<file path="config.mk">
export PLATFORM = sky130hd
export DESIGN_NAME = rv_prefetch_buffer_flat
export DESIGN_NICKNAME = d
export VERILOG_FILES = /design/src/rtl/rv_prefetch_buffer_if.sv /design/src/rtl/rv_prefetch_buffer.sv /design/src/flat_wrapper.sv
export SDC_FILE = /design/constraint.sdc
export NUM_CORES = 1
export LEC_CHECK = 0
export BUFFER_PORTS_ARGS = -buffer_cell sky130_fd_sc_hd__buf_4
export CAP_MARGIN = 0
export CORE_MARGIN = 3
export CORE_UTILIZATION = 30
export CTS_CLUSTER_DIAMETER = 60
export DETAILED_ROUTE_END_ITERATION = 8
export HOLD_SLACK_MARGIN = 0.12
export PLACE_DENSITY = 0.48
export SLEW_MARGIN = 20
export SYNTH_ARGS = -nofsm -noshare
export SYNTH_HDL_FRONTEND = slang
export SYNTH_SLANG_ARGS = --single-unit
</file>
<file path="constraint.sdc">
create_clock -name clk_i -period 3.75 [get_ports clk_i]
set_clock_uncertainty 0.15 [all_clocks]
set_input_delay 0.1875 -clock clk_i [delete_from_list [all_inputs] [get_ports clk_i]]
set_output_delay 0.1875 -clock clk_i [all_outputs]
set_load 0.02 [all_outputs]
</file>
<file path="src/rtl/rv_prefetch_buffer_if.sv">
// rtl/rv_prefetch_buffer_if.sv - bus bundle between fetch memory port, control unit, decode and the prefetch buffer
//
// Purpose: groups every non-clock/reset signal of rv_prefetch_buffer.
//   slave  modport: the prefetch buffer side (takes *_i, drives *_o)
//   master modport: the surrounding core / memory side
// Signals:
//   boot_addr_i     first fetch address after reset
//   cu_force_i      redirect request, cu_force_pc_i is its word-aligned target
//   d_ready_i       decode accepts the head entry
//   instr_rvalid_i  in-order response valid, instr_rdata_i is the word
//   instr_req_o     request issued (always accepted), instr_addr_o its address
//   f_valid_o       head entry valid, with f_instr_o / f_current_pc_o / f_next_pc_o
interface rv_prefetch_buffer_if #(
  parameter int XLEN = 32
);
  logic [XLEN-1:0] boot_addr_i;
  logic            cu_force_i;
  logic [XLEN-1:0] cu_force_pc_i;
  logic            d_ready_i;
  logic            instr_rvalid_i;
  logic [XLEN-1:0] instr_rdata_i;
  logic            instr_req_o;
  logic [XLEN-1:0] instr_addr_o;
  logic            f_valid_o;
  logic [XLEN-1:0] f_instr_o;
  logic [XLEN-1:0] f_current_pc_o;
  logic [XLEN-1:0] f_next_pc_o;

  modport slave (
    input  boot_addr_i, cu_force_i, cu_force_pc_i, d_ready_i, instr_rvalid_i, instr_rdata_i,
    output instr_req_o, instr_addr_o, f_valid_o, f_instr_o, f_current_pc_o, f_next_pc_o
  );

  modport master (
    output boot_addr_i, cu_force_i, cu_force_pc_i, d_ready_i, instr_rvalid_i, instr_rdata_i,
    input  instr_req_o, instr_addr_o, f_valid_o, f_instr_o, f_current_pc_o, f_next_pc_o
  );
endinterface

</file>
<file path="src/rtl/rv_prefetch_buffer.sv">
// rtl/rv_prefetch_buffer.sv - in-order instruction prefetch buffer with redirect flush
//
// Purpose: keeps up to MAX_OUTSTANDING instruction requests in flight and queues the
// returned words, tagged with their PC, in a DEPTH-entry FIFO feeding decode. A redirect
// empties the FIFO and discards responses still owed to the old stream.
// Ports:
//   clk_i   clock, all state on the rising edge
//   rst_i   synchronous active-high reset
//   bus     rv_prefetch_buffer_if.slave (memory request/response, redirect, decode head)
// Option: RV_PREFETCH_BYPASS_EN - when defined, an accepted response arriving at an empty
// FIFO is presented to decode in the same cycle (and not stored if decode takes it).
module rv_prefetch_buffer #(
  parameter int XLEN            = 32,
  parameter int DEPTH           = 4,
  parameter int MAX_OUTSTANDING = 2
) (
  input  logic                clk_i,
  input  logic                rst_i,
  rv_prefetch_buffer_if.slave bus
);

  localparam int              PW      = (DEPTH > 1) ? $clog2(DEPTH) : 1;
  localparam int              CW      = $clog2(DEPTH + 1);
  localparam int              OW      = $clog2(MAX_OUTSTANDING + 1);
  localparam logic [CW:0]     DEPTH_C = (CW + 1)'(DEPTH);
  localparam logic [OW-1:0]   MAX_C   = OW'(MAX_OUTSTANDING);
  localparam logic [XLEN-1:0] PC_STEP = XLEN'(4);

  logic [XLEN-1:0] fetch_pc_q, fetch_pc_d;
  logic [XLEN-1:0] ret_pc_q, ret_pc_d;
  logic [PW-1:0]   wr_ptr_q, wr_ptr_d;
  logic [PW-1:0]   rd_ptr_q, rd_ptr_d;
  logic [CW-1:0]   count_q, count_d;
  logic [OW-1:0]   outst_q, outst_d;
  logic [OW-1:0]   disc_q, disc_d;
  logic [XLEN-1:0] fifo_instr_q [DEPTH];
  logic [XLEN-1:0] fifo_pc_q    [DEPTH];

  logic            fifo_empty;
  logic            resp_ok;
  logic            accept;
  logic            issue;
  logic            byp_hit;
  logic            head_valid;
  logic            fifo_pop;
  logic            push;
  logic [XLEN-1:0] head_instr;
  logic [XLEN-1:0] head_pc;
  logic [CW:0]     occupancy;

  always_comb begin
    fifo_empty = (count_q == '0);
    // A response with nothing outstanding is an orphan and is ignored.
    resp_ok    = !rst_i && bus.instr_rvalid_i && (outst_q != '0);
    accept     = resp_ok && !bus.cu_force_i && (disc_q == '0);
    // Slots already promised: stored words plus live (non-discarded) requests.
    occupancy  = (CW + 1)'(count_q) + (CW + 1)'(outst_q - disc_q);
    issue      = !rst_i && !bus.cu_force_i && (outst_q < MAX_C) && (occupancy < DEPTH_C);

`ifdef RV_PREFETCH_BYPASS_EN
    byp_hit = accept && fifo_empty;
`else
    byp_hit = 1'b0;
`endif

    head_valid = !fifo_empty || byp_hit;
    if (!fifo_empty) begin
      head_instr = fifo_instr_q[rd_ptr_q];
      head_pc    = fifo_pc_q[rd_ptr_q];
    end else if (byp_hit) begin
      head_instr = bus.instr_rdata_i;
      head_pc    = ret_pc_q;
    end else begin
      head_instr = '0;
      head_pc    = ret_pc_q;
    end

    fifo_pop = head_valid && bus.d_ready_i && !bus.cu_force_i && !fifo_empty;
    // A bypassed word that decode takes immediately never needs a FIFO slot.
    push     = accept && !(byp_hit && bus.d_ready_i);

    fetch_pc_d = fetch_pc_q;
    ret_pc_d   = ret_pc_q;
    wr_ptr_d   = wr_ptr_q;
    rd_ptr_d   = rd_ptr_q;
    count_d    = count_q;
    outst_d    = outst_q + OW'(issue) - OW'(resp_ok);
    disc_d     = disc_q;

    if (bus.cu_force_i) begin
      // Everything still in flight after this edge belongs to the old stream.
      fetch_pc_d = bus.cu_force_pc_i;
      ret_pc_d   = bus.cu_force_pc_i;
      wr_ptr_d   = '0;
      rd_ptr_d   = '0;
      count_d    = '0;
      disc_d     = outst_d;
    end else begin
      if (issue) fetch_pc_d = fetch_pc_q + PC_STEP;
      if (resp_ok && (disc_q != '0)) disc_d = disc_q - OW'(1);
      if (accept) ret_pc_d = ret_pc_q + PC_STEP;
      if (push) wr_ptr_d = wr_ptr_q + PW'(1);
      if (fifo_pop) rd_ptr_d = rd_ptr_q + PW'(1);
      count_d = count_q + CW'(push) - CW'(fifo_pop);
    end

    bus.instr_req_o    = issue;
    bus.instr_addr_o   = fetch_pc_q;
    bus.f_valid_o      = head_valid;
    bus.f_instr_o      = head_instr;
    bus.f_current_pc_o = head_pc;
    bus.f_next_pc_o    = head_pc + PC_STEP;
  end

  always_ff @(posedge clk_i) begin
    if (rst_i) begin
      fetch_pc_q <= bus.boot_addr_i;
      ret_pc_q   <= bus.boot_addr_i;
      wr_ptr_q   <= '0;
      rd_ptr_q   <= '0;
      count_q    <= '0;
      outst_q    <= '0;
      disc_q     <= '0;
    end else begin
      fetch_pc_q <= fetch_pc_d;
      ret_pc_q   <= ret_pc_d;
      wr_ptr_q   <= wr_ptr_d;
      rd_ptr_q   <= rd_ptr_d;
      count_q    <= count_d;
      outst_q    <= outst_d;
      disc_q     <= disc_d;
    end
  end

  // Storage needs no reset: entries are only read once count covers them.
  always_ff @(posedge clk_i) begin
    if (push) begin
      fifo_instr_q[wr_ptr_q] <= bus.instr_rdata_i;
      fifo_pc_q[wr_ptr_q]    <= ret_pc_q;
    end
  end

  a_no_orphan_response: assert property (@(posedge clk_i) disable iff (rst_i)
    !(bus.instr_rvalid_i && (outst_q == '0)));

endmodule

</file>
<file path="src/flat_wrapper.sv">
// flat-port wrapper written by rule: the top's interface ports become plain ports
module rv_prefetch_buffer_flat 
#(
  parameter int XLEN            = 32,
  parameter int DEPTH           = 4,
  parameter int MAX_OUTSTANDING = 2
)
  (clk_i, rst_i, bus_boot_addr_i, bus_cu_force_i, bus_cu_force_pc_i, bus_d_ready_i, bus_instr_rvalid_i, bus_instr_rdata_i, bus_instr_req_o, bus_instr_addr_o, bus_f_valid_o, bus_f_instr_o, bus_f_current_pc_o, bus_f_next_pc_o);
  rv_prefetch_buffer_if #(.XLEN(XLEN)) bus_i ();
  input  logic clk_i;
  input  logic rst_i;
  input wire logic [$bits(bus_i.boot_addr_i)-1:0] bus_boot_addr_i;
  input wire logic [$bits(bus_i.cu_force_i)-1:0] bus_cu_force_i;
  input wire logic [$bits(bus_i.cu_force_pc_i)-1:0] bus_cu_force_pc_i;
  input wire logic [$bits(bus_i.d_ready_i)-1:0] bus_d_ready_i;
  input wire logic [$bits(bus_i.instr_rvalid_i)-1:0] bus_instr_rvalid_i;
  input wire logic [$bits(bus_i.instr_rdata_i)-1:0] bus_instr_rdata_i;
  output wire logic [$bits(bus_i.instr_req_o)-1:0] bus_instr_req_o;
  output wire logic [$bits(bus_i.instr_addr_o)-1:0] bus_instr_addr_o;
  output wire logic [$bits(bus_i.f_valid_o)-1:0] bus_f_valid_o;
  output wire logic [$bits(bus_i.f_instr_o)-1:0] bus_f_instr_o;
  output wire logic [$bits(bus_i.f_current_pc_o)-1:0] bus_f_current_pc_o;
  output wire logic [$bits(bus_i.f_next_pc_o)-1:0] bus_f_next_pc_o;
  assign bus_i.boot_addr_i = bus_boot_addr_i;
  assign bus_i.cu_force_i = bus_cu_force_i;
  assign bus_i.cu_force_pc_i = bus_cu_force_pc_i;
  assign bus_i.d_ready_i = bus_d_ready_i;
  assign bus_i.instr_rvalid_i = bus_instr_rvalid_i;
  assign bus_i.instr_rdata_i = bus_instr_rdata_i;
  assign bus_instr_req_o = bus_i.instr_req_o;
  assign bus_instr_addr_o = bus_i.instr_addr_o;
  assign bus_f_valid_o = bus_i.f_valid_o;
  assign bus_f_instr_o = bus_i.f_instr_o;
  assign bus_f_current_pc_o = bus_i.f_current_pc_o;
  assign bus_f_next_pc_o = bus_i.f_next_pc_o;
  rv_prefetch_buffer #(.XLEN(XLEN), .DEPTH(DEPTH), .MAX_OUTSTANDING(MAX_OUTSTANDING)) u_core (.clk_i(clk_i), .rst_i(rst_i), .bus(bus_i));
endmodule
</file>
## Yosys cells after proc, flatten, opt, wreduce, memory -nomap -nowiden

Memory sizes are Yosys's and may differ from the RTL's. A register that Yosys moved wholly into a read port is not among the register bits.
Cells that the tools add are included.

| operators by class | value |
|---|---|
| $add $sub $neg | 12 |
| order comparisons | 2 |
| mux-type cells | 16 |
| reduce and logical (&&, ||, !) cells | 22 |

Operators with widths:

| cell | number |
|---|---|
| 32-bit 2-to-1 mux | 8 |
| 32-bit by 3-bit adder with 32-bit output (second input constant) | 3 |
| 2-bit 2-to-1 mux | 6 |
| 1-bit logical AND | 11 |
| 2-bit nonzero test | 3 |
| 3-bit nonzero test | 2 |
| 2-bit by 1-bit adder with 2-bit output (second input constant) | 2 |
| 3-bit by 4-bit adder with 4-bit output | 1 |
| 4-bit by 3-bit less-than comparator with 1-bit output (second input constant) | 1 |
| 3-bit by 1-bit adder with 3-bit output | 1 |
| 1-bit zero test | 3 |
| 3-bit zero test | 1 |
| 2-bit by 2-bit subtractor with 3-bit output | 1 |
| 3-bit by 1-bit subtractor with 3-bit output | 1 |
| 2-bit by 1-bit adder with 2-bit output | 1 |
| 2-bit zero test | 1 |
| 2-bit less-than comparator (second input constant) | 1 |
| 1-bit 2-to-1 mux | 2 |
| 2-bit OR reduction | 1 |
| 2-bit by 1-bit subtractor with 2-bit output | 1 |
| 2-bit by 1-bit subtractor with 2-bit output (second input constant) | 1 |

| word-level totals | value |
|---|---|
| register bits after elaboration | 75 |
| RAM bits | 256 |
| output and inout bits | 130 |
| memories | 2 |

Memory list:

| memory | depth | width | rd ports | clocked after memory_dff | wr ports | RTL line | text |
|---|---|---|---|---|---|---|---|
| u_core.fifo_instr_q | 4 | 32 | 1 | 1 | 1 | rv_prefetch_buffer.sv:36 | `logic [XLEN-1:0] fifo_instr_q [DEPTH];` |
| u_core.fifo_pc_q | 4 | 32 | 1 | 1 | 1 | rv_prefetch_buffer.sv:37 | `logic [XLEN-1:0] fifo_pc_q [DEPTH];` |

## Longest topological paths before layout

| depth | value |
|---|---|
| depth in word-level cells | 8 |
| mapped depth | 16 |
| mapped depth without buffers | 16 |

## Least setup slack after synthesis

OpenSTA, ideal clock, no wires.

| timing | value |
|---|---|
| kind | register to output |
| start point | register u_core.count_q[1] |
| end point | output bus_f_next_pc_o[28] |
| data arrival time | 3.435 ns |
| data required time | 3.412 ns |
| setup slack | -0.023 ns |
| cell stages (with the launch flop) | 15 |
| buffers on the path | 4 |
| cell sequence | dfxtp_1 -> nor3_4 -> inv_4 -> buf_2 -> buf_2 -> clkbuf_1 -> clkbuf_1 -> nand2_1 -> nand2_1 -> ha_1 -> inv_1 -> a211o_1 -> nor3b_4 -> nor4b_2 -> xor2_1 |

| between the ends | value |
|---|---|
| word-level cells in the longest chain between the ends | 3 |

RTL lines:

| element | RTL line | text |
|---|---|---|
| start: declaration | rv_prefetch_buffer.sv:33 | `logic [CW-1:0] count_q, count_d;` |
| start signal: assignment | rv_prefetch_buffer.sv:129 | `count_q <= count_d;` |
| 3-bit zero test | rv_prefetch_buffer.sv:52 | `fifo_empty = (count_q == '0);` |
| 32-bit 2-to-1 mux | rv_prefetch_buffer.sv:67 | `if (!fifo_empty) begin` |
| via bus_f_current_pc_o[3] | flat_wrapper.sv:22 | `output wire logic [$bits(bus_i.f_current_pc_o)-1:0] bus_f_current_pc_o;` |
| 32-bit by 3-bit adder with 32-bit output | rv_prefetch_buffer.sv:112 | `bus.f_next_pc_o = head_pc + PC_STEP;` |
| end: declaration | flat_wrapper.sv:23 | `output wire logic [$bits(bus_i.f_next_pc_o)-1:0] bus_f_next_pc_o;` |

The timed path passes the listed nets, and every way through them passes these cells.

==> impl_metrics.ini <==
[worst_setup_path]
path_max_fanout = 62
cp_slowest_stage_delay_ns = 0.37
cp_cell_sequence = buf_12 > mux4_2 > nand4_2 > a22oi_2 > nand3_1 > and4bb_1 > xor2_1 > buf_4
ff2ff_path_depth = 7
cp-end-kind = output pin
rrSetupSlack_ns = 0.37
start_kind = register
cp_slowest_cell = dfxtp_4
cp.arrival_ns = 3.16
criticalPathCategory = register to output pin
crit-reg2reg-launch = u_core.ret_pc_q[16]
r2r-end = u_core.ret_pc_q[30]
cp.required_ns = 3.41

[power_and_ir_drop]
internal-power_mw = 7.14
swShare_pct = 26.8
power_frac_clock_pct = 37.6
power_leakage_nw = 7.68
pwr-share-comb_pct = 16.2
power_density_nw_per_um2 = 473
p_seq_share_pct = 46.2
power.switching_mw = 2.61
ir_drop_mv = 0.296

[timing]
hold_viol_final = 0
worst_pin_slew_ns = 0.917
setup_slack_ns = 0.250
period_needed_ns = 3.50
tns_ns = 0
rsz0062_at_grt = false
period_share_pct = 93.3
fmax_mhz = 286
relSlewSlack_pct = 38.3
finalSetupViolations = 0
slew_violations = 0

[worst_hold_path]
min-delay-path-class = input pin to register
hold_end = u_core.disc_q[0]
hold_path_depth = 3
hp-start = rst_i

[routing]
vias = 10300
vias_per_cell = 4.70
remaining_drc_errors = 0
ant_nets = 0
first_iter_violations = 544
wl_per_cell_um = 19.6
wl_um = 43100
drt-pass1-iter-count = 5

[logic_synthesis]
yosysTopAreaCell = edfxtp_1
yosysWarnings = 0
synth_common_cells = edfxtp_1 (318), nand2_1 (180), mux4_2 (63)
synth.area.top_cells = edfxtp_1 (63%), mux4_2 (9.3%), nand2_1 (4.4%), xnor2_1 (3.3%), o21ai_0 (2.0%)
ys_seq_area_share_pct = 64.2
syn-instance-count = 1101
ys_types = 60
yosys.cell_count.top_type = edfxtp_1
yosysTopAreaCellShare_pct = 62.5
synth_nets = 1218
ys_seq_elements = 331
synth_edf_count = 318
syn_area_um2 = 15300
async_reset_ff_share_pct = 0
ys.flop_type = edfxtp_1
avgSynthCellArea_um2 = 13.9

[finish]
area_delta_synth_final_pct = 34.9
drive_above_1_share_pct = 27.3
fin_util_pct = 41.1
fin_cells = 2199
diodes = 0
nets = 1617

[floorplan]
start_util_pct = 30.4
core_area_um2 = 50200
die-area_um2 = 53600
die_h_um = 232
ioPinCount = 231
die_x_um = 232
core.rowCount = 82

[grt]
antenna_found_initial = 0
grt_pass1_vias = 10800
grt_use_total_pct = 15.9
grt_pass1_wl_um = 64900
gr-total-overflow = 0
grt_start_max_net_pins = 87

[placement]
hpwl_um = 29200
gp_congestion = 0.776
place_inst = 1988
port_buffers = 230
post-place-ws_ns = 0.498

[clock_network]
clk-insertion-delay-late_ns = 0.54
cts_tree = built
cts-root-buf = clkbuf_16
cts-buffers-inserted = 41
path_clk_slew_ns = 0.06
htreeDepth = 2
cts_buffer_depth = 3
numClockSinks = 331

[run_status]
run_status = finished clean

[job]
max_cap_violations = 0
## cell type report
cell class / instances / area, µm²
fillers: 4687 / 29600
flip-flops and latches: 331 / 9820
multi-input cells: 663 / 5030
repair buffers: 405 / 3460
clock buffers: 49 / 1060
well taps: 672 / 841
inverters: 58 / 223
clock inverters: 21 / 175
## what timing repair did
item	4_1_cts	5_1_grt
hold buffers	133	0
gates resized for setup	1	5
endpoints found under the setup margin	6	8
pin swaps	2	2
setup buffers	2	6
hold endpoints to repair	199	0
## metrics by stage
stage	hold WS, ns	cell area [µm²]	total power, mW
6_report	0.175	20600	9.75
5_1_grt	0.199	20600	10.2
4_1_cts	0.141	20500	9.88
3_5_place_dp	0.244	17900	6.03
3_3_place_gp	0.242	17900	6.02
2_1_floorplan	0.136	15300	5.33
## routing by layer
metal  global-route usage (%)  wire, µm  vias up
met5                        0         0        -
met3                     3.87      2720       61
met4                     5.52      1140        0
met2                     26.1     20500      295
met1                     20.7     18800     5112
li1                         -         -     4872
## cell families after synthesis
kind of cell | count (synthesis) | share of synthesized area [%]
muxes | 75 | 10.2
AOI/OAI and AO/OA | 125 | 4.68
buffers and inverters | 107 | 3.02
xor gates and xnor gates | 82 | 4.70
DFF | 331 | 64.2
adders and majority gates | 16 | 1.41
and+or+nand+nor | 365 | 11.7
## worst max-delay path by stage
stage	start	to	slack, ns	cells after the start
finish	register	bus_f_next_pc_o[31]	0.25	8
global route	register	bus_f_next_pc_o[29]	0.02	8
CTS	u_core.count_q[1]	bus_f_next_pc_o[29]	0.02	9
detailed placement	register	bus_f_next_pc_o[22]	0.50	11
global placement	register	bus_f_next_pc_o[22]	0.49	11
floorplan	u_core.count_q[1]	bus_f_next_pc_o[28]	0.12	14
## power by group through the flow
stage                     registers (mW)  logic [mW]  clock network [mW]
after floorplan                     4.57       0.766                   0
after global placement              4.57        1.45                   0
after detailed placement            4.58        1.45                   0
after CTS                           4.50        1.59                3.79
after global routing                4.53        1.72                3.93
final                               4.50        1.58                3.66
## state kept, by name, indices dropped and copies added (netlist names), named ones only
register / cells
u_core.ret_pc_q: 31
u_core.wr_ptr_q: 2
u_core.count_q: 3
u_core.disc_q: 2
u_core.fifo_pc_q: 128
u_core.outst_q: 2
u_core.rd_ptr_q: 2
u_core.bus.instr_addr_o: 31
u_core.fifo_instr_q: 128
## placed cells by master (no fill, tap or decap), drive strengths merged, types with 4 or more instances in the layout
cell type,count
nor4,9
a22oi,5
o21ai,64
nor3,10
mux4,64
a21oi,36
nand2b,4
nand3,32
ha,14
clkbuf,49
xor2,25
buf,272
inv,61
xnor2,57
dfxtp,13
and3,10
nor2b,5
nand4,20
edfxtp,318
a31oi,4
nand2,181
nor2,35
clkinv,13
mux2i,10
dlygate4sd3,133
and2,42
## worst max-delay path, delay by kind of cell (launching register included)
kind / cells / cell delay, ns
multiplexers: 1 / 0.34
flip-flops: 1 / 0.37
buffers and inverters: 2 / 0.53
AO/OA/AOI/OAI: 1 / 0.36
AND/OR/NAND/NOR: 3 / 0.83
XOR/XNOR: 1 / 0.17
Note: power is estimated with default switching activity, not from simulation.
